--- src/rtl/delay_estimator_pkg.sv ---
// Shared definitions for the delay estimator: FSM state encoding and width helpers.
package delay_estimator_pkg;

    typedef enum logic [2:0] {
        ST_IDLE,
        ST_FILL,
        ST_MEAS,
        ST_CMP,
        ST_DONE
    } est_state_e;

    // Width of the lag index (at least one bit).
    function automatic int lag_width(input int max_delay);
        return (max_delay > 1) ? $clog2(max_delay) : 1;
    endfunction

    // SAD accumulator width: N+1 bit magnitudes summed over WINDOW samples.
    function automatic int acc_width(input int n, input int window);
        return n + 1 + $clog2(window);
    endfunction

    // Sample counter width, shared by the FILL and MEAS phases.
    function automatic int cnt_width(input int max_delay, input int window);
        int w;
        w = $clog2((max_delay > window) ? max_delay : window);
        return (w > 0) ? w : 1;
    endfunction

endpackage

--- src/rtl/delay_estimator_sad.sv ---
// Absolute-difference accumulator: acc += |a - b| when en, zeroed when clr.
module sad_accumulator #(
    parameter int N     = 16,
    parameter int ACC_W = 21
) (
    input  logic                clk,
    input  logic                rst,
    input  logic                en,
    input  logic                clr,
    input  logic signed [N-1:0] a,
    input  logic signed [N-1:0] b,
    output logic [ACC_W-1:0]    acc
);

    localparam int W = N + 1;

    logic signed [N:0] diff;
    logic [N:0]        abs_diff;
    logic [ACC_W-1:0]  acc_q;
    logic [ACC_W-1:0]  acc_d;

    // Difference is formed one bit wider so the extreme operands cannot overflow.
    always_comb begin
        diff     = $signed({a[N-1], a}) - $signed({b[N-1], b});
        abs_diff = diff[N] ? W'(-diff) : W'(diff);
        acc_d    = acc_q;
        if (clr) begin
            acc_d = '0;
        end else if (en) begin
            acc_d = acc_q + ACC_W'(abs_diff);
        end
    end

    // Accumulator register.
    always_ff @(posedge clk or posedge rst) begin
        if (rst) begin
            acc_q <= '0;
        end else begin
            acc_q <= acc_d;
        end
    end

    assign acc = acc_q;

endmodule

--- src/rtl/delay_estimator.sv ---
// Delay estimator: finds the lag (0..MAX_DELAY-1) minimising the SAD between
// dly_in and a delayed copy of ref_in. Assumes MAX_DELAY >= 2.
module delay_estimator
    import delay_estimator_pkg::*;
#(
    parameter int N         = 16,
    parameter int MAX_DELAY = 32,
    parameter int WINDOW    = 16
) (
    input  logic                                clk,
    input  logic                                rst,
    input  logic                                start,
    input  logic                                clear,
    input  logic                                valid_in,
    input  logic signed [N-1:0]                 ref_in,
    input  logic signed [N-1:0]                 dly_in,
    output logic                                busy,
    output logic                                lag_valid,
    output logic [lag_width(MAX_DELAY)-1:0]     lag,
    output logic [acc_width(N, WINDOW)-1:0]     best_sad
);

    localparam int LAG_W = lag_width(MAX_DELAY);
    localparam int ACC_W = acc_width(N, WINDOW);
    localparam int CNT_W = cnt_width(MAX_DELAY, WINDOW);

    localparam logic [CNT_W-1:0] FILL_LAST = CNT_W'(MAX_DELAY - 2);
    localparam logic [CNT_W-1:0] WIN_LAST  = CNT_W'(WINDOW - 1);
    localparam logic [LAG_W-1:0] K_LAST    = LAG_W'(MAX_DELAY - 1);

    est_state_e state_q, state_d;
    logic [CNT_W-1:0] cnt_q, cnt_d;
    logic [LAG_W-1:0] k_q, k_d;
    logic [ACC_W-1:0] best_q, best_d;
    logic [LAG_W-1:0] best_lag_q, best_lag_d;
    logic [LAG_W-1:0] lag_q, lag_d;
    logic [ACC_W-1:0] best_sad_q, best_sad_d;
    logic             lag_valid_q, lag_valid_d;

    logic [MAX_DELAY-2:0][N-1:0] hist_q, hist_d;
    logic [MAX_DELAY-1:0][N-1:0] taps;
    logic signed [N-1:0]         tap_k;

    logic [ACC_W-1:0] acc;
    logic             acc_en;
    logic             acc_clr;
    logic             acc_lt;

    // History shifts on every valid sample regardless of FSM state.
    always_comb begin
        hist_d = hist_q;
        if (valid_in) begin
            hist_d[0] = ref_in;
            for (int i = 1; i < MAX_DELAY - 1; i++) begin
                hist_d[i] = hist_q[i-1];
            end
        end
    end

    // Tap 0 is the live reference sample, tap j is j valid samples back.
    always_comb begin
        taps[0] = ref_in;
        for (int j = 1; j < MAX_DELAY; j++) begin
            taps[j] = hist_q[j-1];
        end
    end

    assign tap_k  = taps[k_q];
    assign acc_lt = (acc < best_q);

    sad_accumulator #(
        .N     (N),
        .ACC_W (ACC_W)
    ) u_sad (
        .clk (clk),
        .rst (rst),
        .en  (acc_en),
        .clr (acc_clr),
        .a   (dly_in),
        .b   (tap_k),
        .acc (acc)
    );

    // FSM next-state, counters, best tracking and result capture.
    always_comb begin
        state_d    = state_q;
        cnt_d      = cnt_q;
        k_d        = k_q;
        best_d     = best_q;
        best_lag_d = best_lag_q;
        lag_d      = lag_q;
        best_sad_d = best_sad_q;
        acc_en     = 1'b0;
        acc_clr    = 1'b0;
        if (clear) begin
            state_d = ST_IDLE;
            cnt_d   = '0;
            acc_clr = 1'b1;
        end else begin
            case (state_q)
                ST_IDLE: begin
                    acc_clr = 1'b1;
                    cnt_d   = '0;
                    if (start) begin
                        state_d = ST_FILL;
                    end
                end
                ST_FILL: begin
                    if (valid_in) begin
                        if (cnt_q == FILL_LAST) begin
                            cnt_d   = '0;
                            k_d     = '0;
                            best_d  = '1;
                            state_d = ST_MEAS;
                        end else begin
                            cnt_d = cnt_q + CNT_W'(1);
                        end
                    end
                end
                ST_MEAS: begin
                    if (valid_in) begin
                        acc_en = 1'b1;
                        if (cnt_q == WIN_LAST) begin
                            cnt_d   = '0;
                            state_d = ST_CMP;
                        end else begin
                            cnt_d = cnt_q + CNT_W'(1);
                        end
                    end
                end
                ST_CMP: begin
                    acc_clr = 1'b1;
                    k_d     = k_q + LAG_W'(1);
                    if (acc_lt) begin
                        best_d     = acc;
                        best_lag_d = k_q;
                    end
                    if (k_q == K_LAST) begin
                        state_d    = ST_DONE;
                        lag_d      = acc_lt ? k_q : best_lag_q;
                        best_sad_d = acc_lt ? acc : best_q;
                    end else begin
                        state_d = ST_MEAS;
                    end
                end
                ST_DONE: begin
                    state_d = ST_IDLE;
                end
                default: begin
                    state_d = ST_IDLE;
                end
            endcase
        end
        lag_valid_d = (state_d == ST_DONE);
    end

    // State and datapath registers.
    always_ff @(posedge clk or posedge rst) begin
        if (rst) begin
            state_q     <= ST_IDLE;
            cnt_q       <= '0;
            k_q         <= '0;
            best_q      <= '0;
            best_lag_q  <= '0;
            lag_q       <= '0;
            best_sad_q  <= '0;
            lag_valid_q <= 1'b0;
            hist_q      <= '0;
        end else begin
            state_q     <= state_d;
            cnt_q       <= cnt_d;
            k_q         <= k_d;
            best_q      <= best_d;
            best_lag_q  <= best_lag_d;
            lag_q       <= lag_d;
            best_sad_q  <= best_sad_d;
            lag_valid_q <= lag_valid_d;
            hist_q      <= hist_d;
        end
    end

    assign busy      = (state_q != ST_IDLE);
    assign lag_valid = lag_valid_q;
    assign lag       = lag_q;
    assign best_sad  = best_sad_q;

endmodule

--- config.mk ---
export PLATFORM = sky130hd
export DESIGN_NAME = delay_estimator
export DESIGN_NICKNAME = d
export VERILOG_FILES = /design/src/rtl/delay_estimator_pkg.sv /design/src/rtl/delay_estimator_sad.sv /design/src/rtl/delay_estimator.sv
export SDC_FILE = /design/constraint.sdc
export NUM_CORES = 1
export LEC_CHECK = 0
export BUFFER_PORTS_ARGS = -buffer_cell sky130_fd_sc_hd__buf_2
export CORE_ASPECT_RATIO = 1.4
export CORE_MARGIN = 2
export CORE_UTILIZATION = 55
export CTS_CLUSTER_DIAMETER = 200
export DETAILED_ROUTE_END_ITERATION = 10
export HOLD_SLACK_MARGIN = 0.02
export PLACE_DENSITY = 0.71
export SLEW_MARGIN = 20
export SYNTH_ARGS = -nofsm -noshare
export SYNTH_HDL_FRONTEND = slang
export SYNTH_HIERARCHICAL = 1
export SYNTH_SLANG_ARGS = --single-unit
--- constraint.sdc ---
create_clock -name clk -period 28.3 [get_ports clk]
set_clock_uncertainty 0.2 [all_clocks]
set_input_delay 1.415 -clock clk [delete_from_list [all_inputs] [get_ports clk]]
set_output_delay 1.415 -clock clk [all_outputs]
set_load 0.005 [all_outputs]
==> results.py <==
metrics = {
    "worst_setup_path": {
        "crit_family": "compound AO/OA/AOI/OAI gates",
        "slowest_delay_ns": 0.86,
        "cpMaxStageDelayCell": "buf_4",
        "crit_path_max_fanout": 106,
        "criticalPathCategory": "reg2reg",
        "critPathArrivalTime_ns": 8.83,
        "worst-path-stages": 24,
        "cp_cell_sequence": "buf_12 -> buf_4 -> mux4_2 -> mux2_2 -> o221ai_1 -> o31ai_1 -> inv_1 -> ha_1 -> nand2b_1 -> a21oi_1 -> a21oi_1 -> a211oi_1 -> o31a_1 -> a2bb2oi_2 -> mux2i_1 -> ha_1 -> a21o_1 -> a21o_1 -> a211oi_1 -> o41ai_1 -> o31ai_1 -> o21ai_0 -> xnor2_1 -> nor2_1",
        "start_kind": "flop",
        "required_ns": 28.59,
        "crit_buf_inv": 3,
        "rr_worst_depth": 24,
        "cp-end-kind": "flop",
    },
    "logic_synthesis": {
        "synth_warnings": 6,
        "ys.flop_type": "dfrtp_1",
        "synth_seq_cells": 583,
        "synthDistinctLibCells": 73,
        "synth.most_common_cell": "dfrtp_1",
        "synth_area_leaders": "dfrtp_1, mux2_2, mux4_2, mux2i_1, ha_1",
        "postSynthCellCount": 2135,
        "async_flop_share_pct": 100.0,
        "synth_fp_nets": 2236,
        "synth_seq_area_share_pct": 50.68,
        "yosys.area.top_type": "dfrtp_1",
        "synth_commonest_cells": "dfrtp_1, mux2_2, mux2i_1",
        "syn_area_um2": 28790,
        "synth_edf_count": 0,
        "avgSynthCellArea_um2": 13.48,
        "synth_top_area_share_pct": 50.68,
    },
    "clock_network": {
        "cts_hold_buf": 0,
        "cts_buffers": 55,
        "clockBufferDepth": 3,
        "cts_sinks": 583,
        "cts_tree": "done",
        "clk_pin_slew_worst_paths_ns": 0.07,
        "clk_latency_ns": 0.60,
        "post_cts_resized": 0,
        "cts_root_buffer": "clkbuf_16",
        "postCtsSetupBuffers": 0,
        "h-tree-depth": 2,
    },
    "timing": {
        "relSlewSlack_pct": 28.31,
        "rsz0062_at_grt": "no",
        "setup_violations": 0,
        "period_needed_ns": 8.542,
        "max_freq_ghz": 0.1171,
        "finalCritPeriodShare_pct": 30.18,
        "final_hold_viol_count": 0,
        "tns_ns": 0,
        "tightest_slew_ns": 1.075,
        "drv_slew": 0,
    },
    "min_path": {
        "whs_path_depth": 2,
        "hp-class": "reg2reg",
    },
    "global_route": {
        "grt_max_degree": 134,
        "grt_pass1_vias": 17977,
        "grt_util_all_layers_pct": 22.06,
        "grt.overflow.total": 0,
        "antenna_found_initial": 0,
        "grt_first_pass_wirelength_um": 95010,
    },
    "pwr": {
        "p_leak_nw": 13.58,
        "power_mw": 2.605,
        "irDropWorstVdd_v": 0.00007289,
        "p_per_area_nw_per_um2": 82.68,
    },
    "die": {
        "die_h_um": 274.7,
        "row_count": 99,
        "io_pins": 65,
        "dieWidth_um": 197.3,
        "core_um2": 51900,
        "start_util_pct": 55.46,
        "die_area_um2": 54210,
    },
    "drt": {
        "first_pass_iters": 5,
        "wl_met2_um": 31390,
        "ant_nets": 0,
        "viasPerCell": 5.969,
        "wl_met3_um": 1359,
        "drtIter0Drc": 838,
        "num_vias": 17011,
        "dr.max_layer_used": "met4",
        "wl_met1_um": 24090,
        "post-route-drc-count": 0,
        "wl_um": 58380,
        "wl_per_cell_um": 20.48,
    },
    "run": {
        "drv_cap": 0,
    },
    "placement": {
        "hpwl_um": 37390,
        "numPortBuffers": 64,
        "dp.cells": 2745,
        "place_congestion": 0.8401,
    },
    "layout": {
        "drive_gt1_share_pct": 36.74,
        "diodes": 0,
        "nets": 2248,
        "syn_to_final_growth_pct": 9.463,
        "fillerInstances": 3924,
        "stdcell_count": 2850,
        "fin_util_pct": 60.71,
    },
    "run_status": {
        "run_status": "finished, final reports clean",
    },
}
-- layout by cell type, fill, tap and decap left out, types with 17 or more instances in the layout --
master and n:
dfrtp_1 579, mux2_2 512, mux2i_1 119, mux4_2 80, buf_2 63, ha_1 62
inv_1 59, nand2_1 57, a21oi_1 57, clkbuf_16 56, o221ai_1 48, nor2_1 47
o21ai_0 43, o21ai_1 31, xnor2_1 25, o31ai_1 23, buf_4 23, nor2b_1 22
o22a_1 21, o22ai_1 18, nand3_1 17
-- registers in the layout (all words and copies together), names as in the netlist --
| signal | cells |
|---|---|
| lag | 5 |
| hist_q | 496 |
| best_sad | 21 |
| cnt_q | 5 |
| state_q | 3 |
| k_q | 5 |
| lag_valid | 1 |
| best_lag_q | 5 |
| u_sad/acc | 21 |
| best_q | 21 |
-- routing by layer --
metal | GRT usage (%) | vias to the layer above
met3 | 2.795 | 73
li1 | - | 7936
met5 | 0 | -
met2 | 40.52 | 184
met1 | 27.07 | 8818
met4 | 6.767 | 0
-- power breakdown --
group | leakage (nW) | internal (mW) | total [mW] | switching [mW]
clock network | 0.930 | 0.450 | 0.768 | 0.318
registers | 7.34 | 1.12 | 1.32 | 0.203
logic | 5.30 | 0.339 | 0.515 | 0.176
total | 13.6 | 1.91 | 2.61 | 0.696
-- kinds of logic (layout without fill, tap and decap cells) --
| group | Yosys count | count (layout) | synth area share, % |
|---|---|---|---|
| multiplexers | 732 | 732 | 31.31 |
| AND/OR/NAND/NOR | 205 | 205 | 3.608 |
| buffers and inverters | 201 | 260 | 2.943 |
| XOR/XNOR | 40 | 40 | 1.217 |
| adder cells (fa/ha/maj) | 64 | 64 | 2.834 |
| flip-flops | 583 | 583 | 50.68 |
| AO/OA/AOI/OAI | 310 | 310 | 7.402 |
-- cell type report --
cell class                      instances  area, um^2  share of cell area (%)
Multi-Input combinational cell       1351       13370                   42.42
Clock inverter                         18       241.5                  0.7664
Timing Repair Buffer                   91       565.5                   1.795
Tap cell                              656       820.8                   2.605
Clock buffer                           86        1664                   5.281
Sequential cell                       583       14600                   46.33
Inverter                               65       251.5                  0.7982
-- stage by stage --
step	hold slack, ns	setup slack (ns)	area [um^2]
finish	0.2750	19.76	31510
global route	0.3119	19.08	31510
CTS	0.2837	19.64	31480
detailed placement	0.2700	19.64	29580
global placement	0.2636	19.77	29580
floorplan	0.2683	10.97	28790
-- path summary, 6_finish.rpt --
kind,startpoint,slack (ns),to
max,k_q[0],19.76,u_sad/acc[19]
min,best_sad[19],0.28,best_sad[19]
max reg2reg,k_q[0],19.76,u_sad/acc[19]
min reg2reg,best_sad[19],0.28,best_sad[19]
max in group asynchronous,rst,23.16,hist_q[412]
min in group asynchronous,rst,0.78,best_sad[5]
-- worst min-delay path: stages, from the launching register on --
cell,delay [ns]
dfrtp_1,0.34
nand2_1,0.05
o21ai_1,0.06
Note: power is estimated with default switching activity, not from simulation.
